### src/rtl/mult_div_unit.sv
// mult_div_unit: multicycle signed Booth multiply / restoring divide into HI/LO (clk, reset, start/op/a_in/b_in in; hi_out/lo_out/busy/done/div_zero out; MULTDIV_DIVZERO_EXC_EN enables the divide-by-zero fast exit)
module mult_div_unit #(
  parameter int WIDTH = 32,
  parameter int CNT_W = 6
) (
  input  logic             clk,
  input  logic             reset,
  input  logic             start,
  input  logic             op,
  input  logic [WIDTH-1:0] a_in,
  input  logic [WIDTH-1:0] b_in,
  output logic [WIDTH-1:0] hi_out,
  output logic [WIDTH-1:0] lo_out,
  output logic             busy,
  output logic             done,
  output logic             div_zero
);
`ifdef MULTDIV_DIVZERO_EXC_EN
  localparam bit DZ_EXC = 1'b1;
`else
  localparam bit DZ_EXC = 1'b0;
`endif
  typedef enum logic [1:0] {IDLE, MULT, DIV, FIN} state_t;
  state_t state, state_nx;
  logic [CNT_W-1:0] cnt;
  logic [2*WIDTH:0] acc, mul_nx, div_nx;
  logic [WIDTH-1:0] opnd, a_reg, abs_a, abs_b, quo, rem, res_hi, res_lo;
  logic [WIDTH:0] p_ext, m_ext, sum, rem_sh, trial;
  logic sa, sb, dz, last, run;
  assign abs_a = a_in[WIDTH-1] ? -a_in : a_in;
  assign abs_b = b_in[WIDTH-1] ? -b_in : b_in;
  assign last = cnt == CNT_W'(WIDTH);
  assign run = state == MULT || state == DIV;
  always_comb begin
    p_ext = {acc[2*WIDTH], acc[2*WIDTH:WIDTH+1]};
    m_ext = {opnd[WIDTH-1], opnd};
    sum = acc[1:0] == 2'b01 ? p_ext + m_ext : acc[1:0] == 2'b10 ? p_ext - m_ext : p_ext;
    mul_nx = {sum, acc[WIDTH:1]};
    rem_sh = acc[2*WIDTH-1:WIDTH-1];
    trial = rem_sh - {1'b0, opnd};
    div_nx = trial[WIDTH] ? {rem_sh, acc[WIDTH-2:0], 1'b0} : {trial, acc[WIDTH-2:0], 1'b1};
    quo = acc[WIDTH-1:0];
    rem = acc[2*WIDTH-1:WIDTH];
    res_hi = state == MULT ? acc[2*WIDTH:WIDTH+1] : dz ? a_reg : sa ? -rem : rem;
    res_lo = state == MULT ? acc[WIDTH:1] : dz ? '1 : (sa ^ sb) ? -quo : quo;
  end
  always_ff @(posedge clk) state <= reset ? IDLE : state_nx;
  always_comb begin
    state_nx = state;
    state_nx = state == IDLE ? (start ? (op ? ((DZ_EXC && b_in == '0) ? FIN : DIV) : MULT) : IDLE) :
               state == FIN ? IDLE : last ? FIN : state;
    busy = state != IDLE;
    done = state == FIN;
    div_zero = DZ_EXC && done && dz;
  end
  always_ff @(posedge clk) begin
    if (reset) begin
      acc <= '0;
      opnd <= '0;
      a_reg <= '0;
      cnt <= '0;
      sa <= 1'b0;
      sb <= 1'b0;
      dz <= 1'b0;
      hi_out <= '0;
      lo_out <= '0;
    end else if (state == IDLE && start) begin
      acc <= op ? {{(WIDTH+1){1'b0}}, abs_a} : {{WIDTH{1'b0}}, b_in, 1'b0};
      opnd <= op ? abs_b : a_in;
      a_reg <= a_in;
      cnt <= '0;
      sa <= a_in[WIDTH-1];
      sb <= b_in[WIDTH-1];
      dz <= op && b_in == '0;
    end else if (run && last) begin
      hi_out <= res_hi;
      lo_out <= res_lo;
    end else if (run) begin
      acc <= state == DIV ? div_nx : mul_nx;
      cnt <= cnt + CNT_W'(1);
    end
  end
endmodule

### config.mk
export PLATFORM = sky130hd
export DESIGN_NAME = mult_div_unit
export DESIGN_NICKNAME = d
export VERILOG_FILES = /design/src/rtl/mult_div_unit.sv
export SDC_FILE = /design/constraint.sdc
export NUM_CORES = 1
export LEC_CHECK = 0
export ABC_AREA = 1
export ABC_CLOCK_PERIOD_IN_PS = 8700
export CAP_MARGIN = 15
export CORE_MARGIN = 2
export CORE_UTILIZATION = 40
export CTS_CLUSTER_DIAMETER = 40
export DETAILED_ROUTE_END_ITERATION = 8
export GPL_TIMING_DRIVEN = 1
export PLACE_DENSITY = 0.62
export REMOVE_ABC_BUFFERS = 1
export SYNTH_ARGS = -nofsm -noshare
export SYNTH_HDL_FRONTEND = slang
export SYNTH_SLANG_ARGS = --single-unit
export TNS_END_PERCENT = 10
### constraint.sdc
create_clock -name clk -period 8.7 [get_ports clk]
set_input_delay 1.305 -clock clk [delete_from_list [all_inputs] [get_ports clk]]
set_output_delay 1.305 -clock clk [all_outputs]
set_load 0.02 [all_outputs]
==> key figures <==
Yosys
  – Post-synthesis mux area share: 0
  – Ys Warns: 0
  – Synthesized area: ~20000 um^2
  – Largest family of logic cells by synthesized area: simple AND/OR/NAND/NOR gates
  – Share of the synthesized area in the top cell type: 0.204
  – Synth async-reset ratio: 0
  – Mapped Avg Cell Area: just under 6 um^2
  – Number of synthesized flops with an enable pin: 0
  – Synth Area in XOR/XNOR: 0.0228
  – Post-Syn Instances: 3427
  – Simple-gate share of the synthesized area: 0.338
  – Post-synth top flop: dfxtp_1
  – Area fraction in compound gates after synthesis: 0.248
  – Seq/Total Area, Yosys: 0.204
  – Cell taking the most area after synthesis: dfxtp_1
  – Yosys reg bits: just over 200
  – Adder-Cell Fraction of Synth Area: 0.0714
  – Top cells by area, synth: dfxtp_1 20%, nand2_1 17%, a21oi_1 10%
  – Distinct cells, synth: 70

Flow run
  – Maximum capacitance violations: 0

Detailed routing
  – Wire length on met1: 34300 um
  – DR vias/cell: between 5 and 6
  – Detailed Routing Iterations Pass 1: 6
  – Remaining antenna violation count: 0
  – DRC Markers: 0
  – DR vias: around 23000
  – WL final: roughly 79000 um
  – Metal2 WL: ~35000 um
  – Top routing layer in use: met4
  – Metal3 WL: 5820 um
  – Initial drt markers: roughly 2300
  – DR WL/cell: between 15 and 20 um

Power
  – PwrDens: about 370 nW/um^2
  – Power Total: about 8.5 mW
  – VDD IR max: 0.197 mV
  – Leak: 10.5 nW

Global routing
  – Number of global-route vias before repair: approximately 22000
  – First-pass GRT wire length: around 120000 um
  – GRT overflow: 0
  – Initial antenna violation count: 0
  – Largest net degree at the start of global routing: just under 70
  – Total GRT Usage: 0.301

Worst setup path
  – Critical setup path kind: reg -> reg
  – Worst reg2reg path startpoint: acc[0]
  – Crit-path cells: inv_1 > ha_1 > clkinv_1 > nand2_1 > inv_1 > a21oi_1 > o21ai_0 > o211a_1 > a311oi_1 > a211oi_1
  – Slowest-stage cell, CP: clkinv_1
  – Critical Path Source: acc[0]
  – WP data required: slightly above 9000 ps
  – Crit path max fanout: 18
  – CP bufs+invs: 3
  – Most frequent CP cell: inv_1
  – Crit-path max cell delay: between 1000 and 1500 ps
  – Critical path arrival: slightly below 5000 ps
  – Worst Setup Start Kind: flop
  – Crit end category: flop
  – CP top delay family: buffers and inverters

Floorplan
  – # IOs: roughly 140
  – Initial Utilization: 0.407
  – Die Y: 227 um
  – CORE AREA: about 50000 um^2
  – Die Wd: 227 um
  – Core Rows: 81
  – Die area: 51700 um^2

CTS
  – Post-CTS sizing: 0
  – Root Driver: clkbuf_16
  – CTS tree: yes
  – Clock buffer depth: 3
  – Clock Sink Count: about 200
  – Total CTS buffers: 31
  – Worst-path clk slew: 60 ps
  – # hold bufs at CTS: 0
  – Post-CTS Repair Setup Buffers: 0
  – H-tree Lvls: 1
  – Clock Latency Late Sink: approximately 570 ps

Worst hold path
  – Worst hold start: a_reg[21]
  – Path type of the worst min-delay path: reg -> reg

Final layout
  – Ant diodes: 0
  – Biggest register: acc
  – Fill count: roughly 5400
  – Finished Layout Cells: a little over 4000
  – Register area: ~4100 um^2
  – Commonest non-fill, non-tap cell in the layout: nand2_1
  – Multi-input gate area: 13600 um^2
  – P&R area growth vs syn: 13.6%
  – Final net count: approximately 3600
  – Fraction of layout cells with a size suffix above 1: 0.0460
  – Max reg flops: 65
  – Most frequent cells in the layout: 909 x nand2_1, 413 x inv_1, 406 x a21oi_1

STA
  – RSZ-0062 raised after global routing: no
  – Setup TNS: 0 ps
  – Crit path time final: around 4400 ps
  – Final period util: 0.508
  – Worst Clk Skew: 10.3 ps
  – Final hold viol count: 0
  – Final-report setup violation count: 0
  – Max-slew headroom: 0.229
  – Highest clock rate: 226 MHz
  – Pin slew with the least headroom to its limit: 1160 ps
  – Final Worst Setup Slack: around 4300 ps
  – Slew Limit Fails: 0

Placement
  – Routability congestion estimate: slightly below 1
  – DPL Wire Length: between 60000 and 70000 um
  – Port Buffers: about 130
  – Pre-CTS setup slack: just over 4000 ps
  – Dpl cells: around 4000

Outcome
  – Status: completed
-- layer usage --
layer,global-route usage,vias to the layer above
met1,0.401,10503
li1,-,11441
met4,0.137,0
met2,0.492,1026
met3,0.0284,178
met5,0,-
-- per-stage QoR --
step | util | hold WS, ps | area, um^2
final | 0.462 | 447 | 22600
after global routing | 0.462 | 468 | 22600
after CTS | 0.462 | 448 | 22600
after detailed placement | 0.441 | 432 | 21600
after global placement | 0.441 | 432 | 21600
after floorplan | - | 419 | 19200
-- logic make-up (layout without fill, tap and decap cells) --
family | Yosys count | in the layout
AO/OA/AOI/OAI | 882 | 882
AND/OR/NAND/NOR | 1584 | 1584
buffers and inverters | 593 | 645
other | 1 | 1
XOR/XNOR | 52 | 52
flip-flops | 203 | 203
adder cells (fa/ha/maj) | 112 | 112
-- power by group --
group | switching, mW | internal (mW) | leakage [nW] | total, mW
sequential | 0.282 | 1.11 | 1.66 | 1.39
clock | 0.513 | 0.730 | 0.495 | 1.24
combinational | 4.09 | 1.72 | 8.36 | 5.82
-- worst paths after layout --
path	to	slack, ps	cells after the start
max	acc[32]	4280	10
min	a_reg[21]	450	2
max reg2reg	acc[32]	4280	10
min reg2reg	a_reg[21]	450	2
-- cell type report --
type                    instances  share of cell area
multi-input cells            2631               0.600
repair buffers                160              0.0676
flip-flops and latches        203               0.179
well taps                     664              0.0367
clock buffers                  34              0.0348
inverters                     428              0.0710
clock inverters                23              0.0102
-- Yosys cell counts (all sizes together), types with 6 or more instances --
master  count
a21oi     413
o211ai     35
and2        7
clkbuf    109
o21bai     14
buf        56
dfxtp     203
o221ai     14
nand4      32
a22o       15
xnor2      11
nand2     919
a21o        7
nor3       56
o21ai     291
nand3b      8
a41oi      13
nor2      289
nor4        8
o22ai      25
nand3     255
inv       422
xor2       41
ha        109
o31ai       6
a221oi     11
a31oi      13
clkinv      6
-- tightest hold or removal path: stages (launching register included) --
cell and delay, ps:
dfxtp_1 310, nand2_1 60, nand2_1 40
No activity file was read; power rests on OpenSTA's default activity.
